<file path="src/rtl/fifo_arb_pkg.sv">
// Shared types and constants for the fifo_syn write arbiter.
package fifo_arb_pkg;

   localparam int DEF_WIDTH = 8;
   localparam int DEF_DEPTH = 4;

   typedef enum logic [0:0] {
      ST_IDLE = 1'b0,
      ST_BUSY = 1'b1
   } arb_state_e;

   function automatic int clog2(input int n);
      int r;
      r = 0;
      for (int i = 0; i < 31; i++) begin
         if ((1 << i) < n) r = i + 1;
      end
      return r;
   endfunction

endpackage

</file>
<file path="src/rtl/fifo_wr_arb_rr_pick.sv">
// Combinational round-robin picker: first requester strictly after last_i.
module rr_pick
   import fifo_arb_pkg::*;
#(
   parameter int NREQ = 2,
   localparam int IW  = clog2(NREQ)
) (
   input  logic [NREQ-1:0] req_i,
   input  logic [IW-1:0]   last_i,
   output logic [NREQ-1:0] pick_o,
   output logic            valid_o
);

   logic [IW-1:0] idx;

   always_comb begin
      pick_o  = '0;
      valid_o = 1'b0;
      idx     = '0;
      for (int k = 1; k <= NREQ; k++) begin
         idx = IW'((int'(last_i) + k) % NREQ);
         if (!valid_o && req_i[idx]) begin
            pick_o[idx] = 1'b1;
            valid_o     = 1'b1;
         end
      end
   end

endmodule

</file>
<file path="src/rtl/fifo_wr_arb.sv">
// Round-robin write arbiter in front of fifo_syn with an occupancy credit counter.
//  state   | meaning
//  ST_IDLE | no owner; pick next requester, register its grant
//  ST_BUSY | owner holds grant; accept words while credit, up to BURST
module fifo_wr_arb
   import fifo_arb_pkg::*;
#(
   parameter int WIDTH = DEF_WIDTH,
   parameter int NREQ  = 2,
   parameter int BURST = 4,
   parameter int DEPTH = DEF_DEPTH
) (
   input  logic                  clk,
   input  logic                  rst,
   input  logic [NREQ-1:0]       req,
   input  logic [NREQ*WIDTH-1:0] din,
   output logic [NREQ-1:0]       ack,
   output logic [NREQ-1:0]       gnt,
   input  logic                  fifo_rd,
   input  logic                  fifo_empty,
   output logic                  fifo_wr,
   output logic [WIDTH-1:0]      fifo_data
);

   localparam int IW = clog2(NREQ);
   localparam int OW = clog2(DEPTH + 1);
   localparam int BW = clog2(BURST + 1);

   arb_state_e       state_q, state_d;
   logic [NREQ-1:0]  gnt_q, gnt_d;
   logic [IW-1:0]    owner_q, owner_d;
   logic [IW-1:0]    last_q, last_d;
   logic [BW-1:0]    burst_q, burst_d;
   logic [OW-1:0]    occ_q, occ_d;
   logic             wr_q, wr_d;
   logic [WIDTH-1:0] data_q, data_d;

   logic [NREQ-1:0]  pick;
   logic             pick_valid;
   logic [IW-1:0]    pick_idx;
   logic             credit;
   logic             accept;
   logic             dec;

   rr_pick #(.NREQ(NREQ)) u_pick (
      .req_i   (req),
      .last_i  (last_q),
      .pick_o  (pick),
      .valid_o (pick_valid)
   );

   always_comb begin
      pick_idx = '0;
      for (int k = 0; k < NREQ; k++) begin
         if (pick[k]) pick_idx = IW'(k);
      end
   end

   // Credit comes from the registered count only, so a read frees a slot next cycle.
   assign credit = (occ_q < OW'(DEPTH));
   assign dec    = fifo_rd & ~fifo_empty;

   always_comb begin
      state_d = state_q;
      gnt_d   = gnt_q;
      owner_d = owner_q;
      last_d  = last_q;
      burst_d = burst_q;
      wr_d    = 1'b0;
      data_d  = data_q;
      accept  = 1'b0;
      case (state_q)
         ST_IDLE: begin
            if (pick_valid) begin
               gnt_d   = pick;
               owner_d = pick_idx;
               burst_d = '0;
               state_d = ST_BUSY;
            end
         end
         ST_BUSY: begin
            accept = req[owner_q] & credit;
            if (accept) begin
               data_d  = din[int'(owner_q)*WIDTH +: WIDTH];
               wr_d    = 1'b1;
               burst_d = burst_q + BW'(1);
            end
            if (!req[owner_q] || (accept && (burst_q == BW'(BURST - 1)))) begin
               gnt_d   = '0;
               last_d  = owner_q;
               state_d = ST_IDLE;
            end
         end
         default: state_d = ST_IDLE;
      endcase
   end

   always_comb begin
      occ_d = occ_q;
      if (accept && !dec)      occ_d = occ_q + OW'(1);
      else if (!accept && dec) occ_d = occ_q - OW'(1);
   end

   always_ff @(posedge clk or posedge rst) begin
      if (rst) begin
         state_q <= ST_IDLE;
         gnt_q   <= '0;
         owner_q <= '0;
         last_q  <= IW'(NREQ - 1);
         burst_q <= '0;
         occ_q   <= '0;
         wr_q    <= 1'b0;
         data_q  <= '0;
      end else begin
         state_q <= state_d;
         gnt_q   <= gnt_d;
         owner_q <= owner_d;
         last_q  <= last_d;
         burst_q <= burst_d;
         occ_q   <= occ_d;
         wr_q    <= wr_d;
         data_q  <= data_d;
      end
   end

   assign ack       = gnt_q & {NREQ{accept}};
   assign gnt       = gnt_q;
   assign fifo_wr   = wr_q;
   assign fifo_data = data_q;

endmodule

</file>
<file path="config.mk">
export PLATFORM = sky130hd
export DESIGN_NAME = fifo_wr_arb
export DESIGN_NICKNAME = d
export VERILOG_FILES = /design/src/rtl/fifo_arb_pkg.sv /design/src/rtl/fifo_wr_arb_rr_pick.sv /design/src/rtl/fifo_wr_arb.sv
export SDC_FILE = /design/constraint.sdc
export NUM_CORES = 1
export LEC_CHECK = 0
export CELL_PAD_IN_SITES_DETAIL_PLACEMENT = 1
export CELL_PAD_IN_SITES_GLOBAL_PLACEMENT = 1
export CORE_MARGIN = 2
export CORE_UTILIZATION = 36
export CTS_CLUSTER_SIZE = 24
export DETAILED_ROUTE_END_ITERATION = 12
export PLACE_DENSITY_LB_ADDON = 0.1
export REMOVE_ABC_BUFFERS = 1
export SETUP_SLACK_MARGIN = 0.5
export SLEW_MARGIN = 40
export SYNTH_ARGS = -nofsm -noshare
export SYNTH_HDL_FRONTEND = slang
export SYNTH_SLANG_ARGS = --single-unit
</file>
<file path="constraint.sdc">
create_clock -name clk -period 5.1 [get_ports clk]
set_input_delay 0.51 -clock clk [delete_from_list [all_inputs] [get_ports clk]]
set_output_delay 0.51 -clock clk [all_outputs]
set_load 0.05 [all_outputs]
</file>
* Yosys cells after proc, flatten, opt, wreduce, memory -nomap -nowiden
Cells that the tools add are included.
** Word-level totals
- Flip-flop bits (word level) :: 20
- Word-level logic and storage cells :: 76
** Cells by class
- Add/sub/neg operators :: 5
- Order comparisons :: 6
- Equality and inequality tests :: 4
- Shift operators :: 1
- Multiplexer cells :: 29
- Bitwise gates (word level) :: 6
- Reduce and logical (&&, ||, !) cells :: 17
** Operator list (count)
- 1-bit two-way mux :: 16
- 16-bit by 5-bit indexed part select with 8-bit output :: 1
- 3-bit two-way mux :: 4
- 2-bit AND reduction :: 5
- 2-bit two-way mux :: 4
- 3-bit by 1-bit adder with 3-bit output, second input constant :: 2
- 1-bit logical AND :: 6
- 1-bit by 2-bit less-than comparator with 1-bit output, second input constant :: 3
- 3-bit one-hot mux with 2 select lines :: 1
- 1-bit logical NOT :: 4
- 2-bit by 1-bit != test with 1-bit output, second input constant :: 2
- 2-bit one-hot mux with 2 select lines :: 1
- 3-bit by 2-bit == test with 1-bit output, second input constant :: 1
- 3-bit less-than comparator, second input constant :: 1
- 3-bit by 1-bit subtractor with 3-bit output, second input constant :: 1
- 1-bit adder, second input constant :: 2
- 1-bit bitwise AND :: 2
- 2-bit bitwise AND :: 1
- 1-bit demux with 1-bit select :: 2
- 1-bit >= comparator, second input constant :: 2
- 2-bit != test, second input constant :: 1
- 1-bit NOT :: 2
- 2-bit OR :: 1
- 1-bit one-hot mux with 2 select lines :: 1
- 2 further kinds :: 2

* Longest topological paths before layout
Gate-level depths: netlist (run 1).
- Depth in word-level cells :: 10
- Gate-level depth with buffers :: 9
- Depth with buffers taken out :: 8

* Hierarchy
A second synthesis (run 1) with hierarchy kept.
** Second synthesis, totals
- Cells, all modules :: 88
- Area total of the unflattened synthesis :: 1047.3 um^2
** By module, submodules not included
- fifo_wr_arb :: times used 1, cells an instance 84, area an instance 1022.2 um^2, seq. area each 501.7 um^2
- rr_pick :: times used 1, cells an instance 4, area an instance 25.0 um^2, seq. area each 0.0 um^2

* Least setup slack after synthesis (run 1)
Ideal clock, no wire load.
- Path kind :: input-to-reg
- From :: input port req[0]
- To :: register occ_q[2]
- Library setup time :: 0.079 ns
- Data arrival time :: 2.077 ns
- Required time :: 5.021 ns
- Path slack :: 2.944 ns
- Cell stages on the path :: 9
- Path buffers :: 1
- Cells stage by stage :: mux2_4 nor3b_4 buf_6 ha_1 inv_1 fa_1 xor2_1 nor2_1 xor2_1
** Between the ends
- Longest elaborated chain between the ends :: 7
- Elaborated cells on any way between the ends :: 9
- Those cells by class :: 4 x mux; 1 x bitwise; 4 x reduce/logical
** RTL lines
- start: declaration :: RTL line fifo_wr_arb.sv:15 : input logic [NREQ-1:0] req,
- 1-bit two-way mux (implied by the code) * (2 in series) :: RTL line fifo_wr_arb.sv:82 : accept = req[owner_q] & credit;
- 1-bit bitwise AND * :: RTL line fifo_wr_arb.sv:82
- 1-bit two-way mux * :: RTL line fifo_wr_arb.sv:72 : case (state_q)
- via accept :: RTL line fifo_wr_arb.sv:42 : logic accept;
- 1-bit logical NOT :: RTL line fifo_wr_arb.sv:101 : else if (!accept && dec) occ_d = occ_q - OW'(1);
- 1-bit logical AND :: RTL line fifo_wr_arb.sv:101
- 2-bit nonzero test (no line)
- end signal: assignment :: RTL line fifo_wr_arb.sv:111 : occ_q <= '0;
- end signal: assignment :: RTL line fifo_wr_arb.sv:120 : occ_q <= occ_d;
- end: declaration :: RTL line fifo_wr_arb.sv:34 : logic [OW-1:0] occ_q, occ_d;
The timed path passes the listed nets; every way through them passes the cells marked *. The select of a mux whose other input is x is not followed.
A chain may end at the register's enable or synchronous reset.

* Final worst setup path (run 1)
- From :: input port req[0]
- To :: output port ack[0]
** Between the ends
- Longest elaborated chain between the ends :: 5
** RTL lines
- 1-bit two-way mux (implied by the code) (2 in series) :: RTL line fifo_wr_arb.sv:82
- 1-bit bitwise AND :: RTL line fifo_wr_arb.sv:82
- 1-bit two-way mux :: RTL line fifo_wr_arb.sv:72
- 2-bit bitwise AND :: RTL line fifo_wr_arb.sv:126 : assign ack = gnt_q & {NREQ{accept}};
- end: declaration :: RTL line fifo_wr_arb.sv:17 : output logic [NREQ-1:0] ack,
Every way passes these cells. The select of a mux whose other input is x is not followed.

==> results of run 1 <==
[metal layers]
layer / GRT usage [%] / vias to the layer above / routed length (microns)
met1: 19.0 / 360 / 896
met4: 8.97 / 0 / 54
met5: 0 / - / 0
met2: 24.3 / 21 / 1000
met3: 2.95 / 5 / 119
li1: - / 360 / -
[cell families (layout without fill, tap and decap cells)]
kind of cell / Yosys count / in the layout
muxes: 21 / 21
DFF: 20 / 20
and+or+nand+nor: 18 / 18
AOI/OAI and AO/OA: 10 / 10
buffers and inverters: 7 / 44
adders and majority gates: 4 / 4
xor gates and xnor gates: 3 / 3
[registers in the layout, summed over array words and instances, names as in the netlist]
register   count
gnt            2
burst_q        3
fifo_wr        1
last_q         1
occ_q          3
fifo_data      8
owner_q        1
state_q        1
[power breakdown]
group	total, uW	leakage (uW)	switching [uW]	internal (uW)
logic	501	0.000344	283	218
registers	304	0.000241	66.8	237
clock network	94.1	0.0000210	50.5	43.6
[cell type report]
| class | instances | share of cell area (%) |
|---|---|---|
| sequential | 20 | 35.3 |
| multi-input combinational | 56 | 33.6 |
| timing repair buffer | 35 | 24.5 |
| tap | 31 | 2.73 |
| clock buffer | 4 | 2.55 |
| inverter | 5 | 1.32 |
[path summary, 6_finish.rpt]
check	to	cells past startpoint	slack, ns
setup / recovery	ack[0]	5	2.18
hold / removal	fifo_data[5]	1	0.50
setup reg to reg	occ_q[2]	9	2.59
hold reg to reg	fifo_data[5]	1	0.50
max in group asynchronous	last_q	2	4.26
min in group asynchronous	owner_q	2	0.51
[layout by cell type, fill, tap and decap left out, types with 2 or more instances in the layout]
master,instances
sky130_fd_sc_hd__mux2i_1,3
sky130_fd_sc_hd__o21ai_0,3
sky130_fd_sc_hd__nand2_1,10
sky130_fd_sc_hd__mux2_2,13
sky130_fd_sc_hd__mux2_1,4
sky130_fd_sc_hd__ha_1,3
sky130_fd_sc_hd__dfrtp_1,19
sky130_fd_sc_hd__inv_1,4
sky130_fd_sc_hd__a31oi_1,4
sky130_fd_sc_hd__clkbuf_4,3
sky130_fd_sc_hd__clkdlybuf4s50_1,34
sky130_fd_sc_hd__nand3_1,2
sky130_fd_sc_hd__xor2_1,2
sky130_fd_sc_hd__o21bai_1,2
sky130_fd_sc_hd__nand2b_1,2
sky130_fd_sc_hd__and2_1,2
[worst reg2reg max path: cells and delay by family, from the launching register on]
kind	cells	cell delay, ns
flops	1	0.66
fa+ha+maj	2	0.59
simple gates	2	0.32
buf+inv	2	0.31
xor+xnor	2	0.30
mux	1	0.26
[per-stage QoR]
stage	total power, uW	util [%]	setup WS [ns]	instance area, sq um
CTS	917	52.4	2.16	1420
finish	899	52.4	2.18	1420
global placement	803	51.1	2.21	1390
global route	966	52.4	2.08	1420
detailed placement	821	51.1	2.17	1390
floorplan	649	-	2.70	998
==> impl_metrics.ini, run 1 <==
[timing]
report.final.hold_viol_count = 0
drv_slew = 0
slew-limit-headroom_pct = 66.0
worst_hold_slack_ns = 0.498
fmax_mhz = 342
final.period_utilization_pct = 57.3
setup_violations = 0
clock_period_minus_final_worst_setup_slack_ns = 2.92
timing.setup.tns_ns = 0
worst_pin_slew_ns = 0.508
setup_repair_after_global_routing_missed_its_margin = false
final.setup_skew_ns = 0.00449

[clock_tree]
clock_insertion_delay_worst_skew_ns = 0.31
cts_tree = yes
worst_setup_hold_path_clk_slew_ns = 0.11
cts-resized-gates = 0
cts_setup_buffers = 0
tritoncts.num_buffers = 3
clk_root_buffer_cell = sky130_fd_sc_hd__clkbuf_4
h-tree-depth = 1
tritoncts_num_sinks = 20
clock_tree.buffer_depth = 2
holdBufCountCts = 0

[synthesis]
synthSimpleGateAreaFrac_pct = 9.38
postSynth.asyncResetShare_pct = 100
synth-compound-area-share_pct = 6.17
syn_area_cell_sq_um = 12.2
netlist-cell-type-count = 23
yosys-top-cells-count = 19 x sky130_fd_sc_hd__dfrtp_1, 13 x sky130_fd_sc_hd__mux2_2, 10 x sky130_fd_sc_hd__nand2_1
synth.cell_area_sq_mm = 0.00101
muxShareOfSynthArea_pct = 23.3
xor_xnor_share_of_the_synthesized_area_pct = 2.59
synth_most_common_cell = sky130_fd_sc_hd__dfrtp_1
synth-seq-area-share_pct = 49.5
synth_top_area_share_pct = 46.9
synthesized_flop_and_latch_total = 20
synth_enable_flop_cells = 0
synthesis.yosys.warnings = 0
ys_top_cells_by_area = sky130_fd_sc_hd__dfrtp_1 47%, sky130_fd_sc_hd__mux2_2 14%, sky130_fd_sc_hd__mux2_1 4.4%
synth_ff_type = sky130_fd_sc_hd__dfrtp_1
synth_top_family_by_area = multiplexers
netlist_instances = 83
synth_area_leader_cell = sky130_fd_sc_hd__dfrtp_1
synth-adder-area-share_pct = 5.68

[critical_path]
crit_path_top_delay_cell = sky130_fd_sc_hd__clkdlybuf4s50_1
startpoint = req[0]
setup.worst_path.class = input port to output pin
critical_path_required_ns = 4.59
cp_common_cell = sky130_fd_sc_hd__clkdlybuf4s50_1
slowest_delay_ns = 0.79
crit_path_max_fanout = 6
critical_path.reg2reg.startpoint = owner_q
worst_path_dominant_cell_family = buffers and inverters
cp-start-kind = input port
timing.critical_path.arrival_ns = 2.41
crit_path_cell_trace = clkdlybuf4s50_1 > mux2_4 > nor3b_4 > and2_1 > clkdlybuf4s50_1
critical_path_endpoint_category = output pin
critPathBufInv = 2

[place]
place_inst = 147
hpwl_mm = 1.61
port_buffers = 34
place_congestion = 0.844

[grt]
grt.overflow.total = 0
pin_count_of_the_biggest_net_entering_global_routing = 21
first_global_vias = 793
gr-usage-all-layers_pct = 15.2
antenna_found_initial = 0
wire_length_of_the_first_global_routing_pass_mm = 3.72

[run]
maxCapViolCount = 0

[floorplan]
die-height_microns = 57.1
top_level_ports = 35
floorplan.initialDensity_pct = 37.4
die_width_microns = 57.1
core.rowCount = 19
core_area_sq_mm = 0.00271
die_area_sq_mm = 0.00326

[pwr]
cellLeakagePower_uw = 0.000606
vdd_drop_max_v = 0.000330
power_density_over_the_cells_mw_per_mm2 = 633

[detailed_routing]
drc = 0
drt-pass1-iter-count = 3
drt_wl_total_mm = 2.07
drtAntennaViolNets = 0
vias_per_cell = 4.94
drt-wirelength-per-cell_microns = 13.7
route.vias.total = 746
detail_route.iter0.violations = 8

[min_path]
hold_path_class = register to register
worstHoldStart = fifo_data[5]

[final_layout]
nets = 147
share_of_final_layout_standard_cells_stronger_than_drive_strength_1_pct = 18.3
syn2layout_area_growth_pct = 40.2
final.fill_count = 301
post_layout_nonfiller_instances = 151
diodes = 0
final-seq-area_sq_um = 502
multi_input_comb_area_sq_um = 478

[outcome]
outcome = finished, final reports clean
(Power assumes the default switching activity.)
==> run 2, diff against run 1 <==
Settings changed: CORE_UTILIZATION 36 to 31.
Clock period 5.1 ns to 2.5 ns, I/O delays scaled along.
==> run 2 against run 1 <==
Net effect:
- setup slack worse by 1.7 ns
- routed wire length up 12%
- cell area up 5.6%
- clock skew about the same
- count of clock-buffer cells in the layout unchanged
- flip-flop and latch count unchanged
- critical path type is now register to register
- highest routed layer unchanged
==> impl_metrics.ini, run 2 (synthesis results as in run 1) <==
[outcome]
outcome = finished, final reports clean

[clock_tree]
clock_tree.buffer_depth = 2
holdBufCountCts = 0
worst_setup_hold_path_clk_slew_ns = 0.11
tritoncts_num_sinks = 20
h-tree-depth = 1
clock_insertion_delay_worst_skew_ns = 0.30
clk_root_buffer_cell = sky130_fd_sc_hd__clkbuf_4
cts_tree = yes
tritoncts.num_buffers = 3

[pwr]
power.net_switching_uw = 841
vdd_drop_max_v = 0.000450
power_frac_clock_pct = 8.4
seq_power_share_pct = 31.5
cellLeakagePower_uw = 0.000637
power_report.internal_total_uw = 1050
power_switching_share_pct = 44.4
power_frac_comb_pct = 60.1
power_density_over_the_cells_mw_per_mm2 = 1260

[final_layout]
diodes = 0
finalCoreUtilization_pct = 48.8
largest_register_ff_count = 8
share_of_final_layout_standard_cells_stronger_than_drive_strength_1_pct = 24.6
layout.cells.most_common_list = 31 x sky130_fd_sc_hd__clkdlybuf4s50_1, 18 x sky130_fd_sc_hd__dfrtp_1, 13 x sky130_fd_sc_hd__mux2_2
mostFrequentLayoutCell = sky130_fd_sc_hd__clkdlybuf4s50_1
syn2layout_area_growth_pct = 48.1
nets = 153

[detailed_routing]
drt-wirelength-per-cell_microns = 13.7
drc = 0
detail_route.iter0.violations = 6
drt-pass1-iter-count = 2
drtAntennaViolNets = 0
vias_per_cell = 4.64
route.vias.total = 788
drt_wl_total_mm = 2.33

[floorplan]
core_area_sq_mm = 0.00308
core.rowCount = 20
die_area_sq_mm = 0.00374
die_width_microns = 61.2
floorplan.initialDensity_pct = 32.9
top_level_ports = 35
die-height_microns = 61.2

[place]
port_buffers = 34
hpwl_mm = 1.79
place_congestion = 0.827

[timing]
final.setup_skew_ns = 0.00495
clock_period_minus_final_worst_setup_slack_ns = 1.97
setup_repair_after_global_routing_missed_its_margin = true
drv_slew = 0
final.period_utilization_pct = 79.0
report.final.hold_viol_count = 0
setup_violations = 0
worst_pin_slew_ns = 0.709
slew-limit-headroom_pct = 52.5
fmax_mhz = 506
timing.setup.tns_ns = 0

[grt]
pin_count_of_the_biggest_net_entering_global_routing = 21
grt.overflow.total = 0
wire_length_of_the_first_global_routing_pass_mm = 3.95
first_global_vias = 832
antenna_found_initial = 0
gr-usage-all-layers_pct = 14.7

[critical_path]
critical_path.reg2reg.startpoint = owner_q
r2r_cells = 8
regToRegEndpoint = occ_q[2]
setup.worst_path.class = register to register
reg2reg_slack_ns = 0.53
timing.critical_path.arrival_ns = 2.21
cp-start-kind = register
crit_path_max_fanout = 2
critical_path_endpoint_category = register
critical_path_required_ns = 2.73

[run]
maxCapViolCount = 0

[min_path]
hold_path_class = input port to async pin
==> run 2: layer usage <==
layer	wire (microns)	share of wire, %	up-vias	track usage [%]
met1	924	40	392	16.7
met2	1260	54	19	26.6
met5	0	0	-	0
li1	-	-	373	-
met3	114	4.9	4	3.78
met4	30	1.3	0	4.66
==> run 2: critical path, stage by stage, from the launching register on <==
cell and delay (ns):
sky130_fd_sc_hd__dfrtp_1 0.42, sky130_fd_sc_hd__mux2_4 0.22, sky130_fd_sc_hd__nor3b_4 0.22, sky130_fd_sc_hd__ha_2 0.22
sky130_fd_sc_hd__inv_1 0.05, sky130_fd_sc_hd__fa_2 0.33, sky130_fd_sc_hd__xor2_1 0.15, sky130_fd_sc_hd__nor2_1 0.15
sky130_fd_sc_hd__xor2_1 0.15
==> run 2: power groups by stage <==
| stage | clock (uW) | sequential (uW) | combinational, uW |
|---|---|---|---|
| floorplan | 0 | 914 | 409 |
| global placement | 0 | 593 | 1080 |
| detailed placement | 0 | 607 | 1110 |
| CTS | 167 | 600 | 1140 |
| global route | 185 | 622 | 1230 |
| finish | 159 | 596 | 1140 |
==> run 2: cell type report <==
class / instances / area [sq um]
tap: 44 / 55.1
inverter: 5 / 18.8
timing repair buffer: 41 / 415
multi-input combinational: 56 / 483
sequential: 20 / 503
fill: 361 / 1580
clock buffer: 4 / 26.3
==> run 2: metrics by stage <==
| step | cells | worst slack (ns) | power [uW] | hold WS (ns) | cell area, sq um |
|---|---|---|---|---|---|
| after detailed placement | 162 | 0.136 | 1720 | 0.482 | 1440 |
| after global placement | 162 | 0.235 | 1670 | 0.470 | 1440 |
| after CTS | 168 | 0.502 | 1910 | 0.402 | 1490 |
| after floorplan | 81 | 0.100 | 1320 | 0.213 | 998 |
| final | 170 | 0.525 | 1890 | 0.269 | 1500 |
| after global routing | 170 | 0.443 | 2040 | 0.302 | 1500 |
==> run 2: worst max-delay path by stage <==
stage | start | endpoint | cells past startpoint
CTS | owner_q | ack[1] | 5
finish | owner_q | occ_q[2] | 8
global placement | req[1] | occ_q[2] | 9
detailed placement | req[1] | occ_q[2] | 9
global route | owner_q | occ_q[2] | 8
floorplan | owner_q | occ_q[2] | 8
==> run 2: repair_timing <==
action | 4_1_cts | 5_1_grt
endpoints found under the setup margin | 3 | 3
pin swaps | 2 | 1
resized for setup | 4 | 1
gates cloned | 0 | 0
buffers inserted | 2 | 2
==> run 3, diff against run 2 <==
Settings changed: CORE_UTILIZATION 31 to 34.
Clock period 2.5 ns to 2 ns, I/O delays scaled along.
==> run 3 against run 2 <==
Net effect:
- the flow now finishes with violations (DRC)
- count of clock-buffer cells in the layout did not move
- first-iteration DRC count rose to 3.8 times the previous value
- final cell count fell by 2.4%
- critical path type is now register to output pin
==> impl_metrics.ini, run 3 (synthesis results as in run 1) <==
[floorplan]
core_area_sq_mm = 0.00281
core.rowCount = 19
top_level_ports = 35
die_area_sq_mm = 0.00343
floorplan.initialDensity_pct = 36.1
die_width_microns = 58.6
die-height_microns = 58.6

[clock_tree]
cts_tree = yes
clk_root_buffer_cell = sky130_fd_sc_hd__clkbuf_4
holdBufCountCts = 0
tritoncts_num_sinks = 20
worst_setup_hold_path_clk_slew_ns = 0.13
tritoncts.num_buffers = 3
clock_tree.buffer_depth = 2
h-tree-depth = 1
clock_insertion_delay_worst_skew_ns = 0.31

[detailed_routing]
route.vias.total = 812
drt-pass1-iter-count = 8
drt_wl_total_mm = 2.51
drtAntennaViolNets = 0
vias_per_cell = 4.89
drc = 3
drt-wirelength-per-cell_microns = 15.1
detail_route.iter0.violations = 23

[final_layout]
final.fill_count = 306
finalCoreUtilization_pct = 57.6
share_of_final_layout_standard_cells_stronger_than_drive_strength_1_pct = 35.6
largest_register_ff_count = 8
syn2layout_area_growth_pct = 59.4
mostFrequentLayoutCell = sky130_fd_sc_hd__clkdlybuf4s50_1
layout.cells.most_common_list = 21 x sky130_fd_sc_hd__clkdlybuf4s50_1, 19 x sky130_fd_sc_hd__dfrtp_1, 10 x sky130_fd_sc_hd__mux2_4, 10 x sky130_fd_sc_hd__nand2_1
diodes = 0
nets = 162

[outcome]
failed_checks = DRC
outcome = complete, but fails checks

[critical_path]
regToRegEndpoint = occ_q[1]
crit_path_max_fanout = 4
setup.worst_path.class = register to output pin
reg2reg_slack_ns = 0.07
r2r_cells = 6
critical_path_required_ns = 1.80
critical_path.reg2reg.startpoint = owner_q
critical_path_endpoint_category = output pin
cp-start-kind = register
timing.critical_path.arrival_ns = 1.74

[pwr]
power.net_switching_uw = 1120
power_density_over_the_cells_mw_per_mm2 = 1600
cellLeakagePower_uw = 0.000751
power_switching_share_pct = 43.2
power_frac_clock_pct = 9.6
vdd_drop_max_v = 0.000730
seq_power_share_pct = 28.9
power_frac_comb_pct = 61.5
power_report.internal_total_uw = 1470

[grt]
gr-usage-all-layers_pct = 15.8
most_crowded_layer_gr = met2
wire_length_of_the_first_global_routing_pass_mm = 4.08
groute.layer.met1.usage_pct = 18.9
grt.overflow.total = 0
antenna_found_initial = 0
first_global_vias = 852
pin_count_of_the_biggest_net_entering_global_routing = 21
use_met2_pct = 28.3
gr-usage-met3_pct = 4.18

[timing]
final.setup_skew_ns = 0.00866
drv_slew = 0
setup_violations = 0
worst_pin_slew_ns = 0.499
clock_period_minus_final_worst_setup_slack_ns = 1.94
final.period_utilization_pct = 97.1
setup_repair_after_global_routing_missed_its_margin = true
report.final.hold_viol_count = 0
timing.setup.tns_ns = 0
fmax_mhz = 515
slew-limit-headroom_pct = 66.9

[run]
maxCapViolCount = 0

[place]
port_buffers = 34
hpwl_mm = 1.73
place_congestion = 0.812

[min_path]
hold_path_class = input port to async pin
[run 3: repair_timing]
item	4_1_cts	5_1_grt
buffers inserted	7	1
endpoints found under the setup margin	23	17
resized for setup	25	12
pin swaps	2	2
cloned	0	0
[run 3: per-layer routing]
| metal | part of all wire, % | wire length (microns) | vias up |
|---|---|---|---|
| li1 | - | - | 389 |
| met1 | 44 | 1090 | 398 |
| met2 | 50 | 1260 | 23 |
| met3 | 5.7 | 144 | 2 |
| met4 | 0.72 | 18 | 0 |
| met5 | 0 | 0 | - |
[run 3: final cells by class]
cell class / count / area [sq um] / share of cell area (%)
Inverter: 5 / 18.8 / 1.16
Sequential cell: 20 / 502 / 31.1
Multi-Input combinational cell: 56 / 522 / 32.3
Tap cell: 31 / 38.8 / 2.40
Timing Repair Buffer: 50 / 498 / 30.8
Clock buffer: 4 / 36.3 / 2.25
[run 3: power groups by stage]
stage	combinational (uW)	sequential (uW)	clock [uW]
finish	1590	748	247
detailed placement	1420	755	0
global placement	1380	742	0
global route	1710	777	264
floorplan	511	1140	0
CTS	1510	746	251
[run 3: stage by stage]
step | power (uW) | std cells | worst slack, ns | hold slack, ns | cell area (sq um)
after floorplan | 1650 | 81 | -0.400 | 0.163 | 998
after global placement | 2120 | 154 | -0.0970 | 0.469 | 1460
after detailed placement | 2170 | 154 | -0.187 | 0.479 | 1460
after CTS | 2500 | 165 | 0.0550 | 0.211 | 1580
after global routing | 2750 | 166 | -0.0291 | 0.257 | 1620
final | 2590 | 166 | 0.0582 | 0.196 | 1620
[run 3: worst max-delay path by stage]
stage	from	to	depth (start not counted)
floorplan	owner_q	occ_q[2]	8
global placement	req[0]	occ_q[1]	7
detailed placement	req[1]	occ_q[2]	9
CTS	owner_q	occ_q[2]	8
global route	owner_q	occ_q[2]	8
finish	owner_q	ack[0]	6
[run 3: worst max-delay path, stage by stage, from the launching register on]
cell                      delay [ns]
sky130_fd_sc_hd__dfrtp_1        0.41
sky130_fd_sc_hd__mux2_4         0.31
sky130_fd_sc_hd__nor3b_4        0.16
sky130_fd_sc_hd__buf_4          0.13
sky130_fd_sc_hd__buf_6          0.12
sky130_fd_sc_hd__and2_4         0.16
sky130_fd_sc_hd__buf_12         0.14
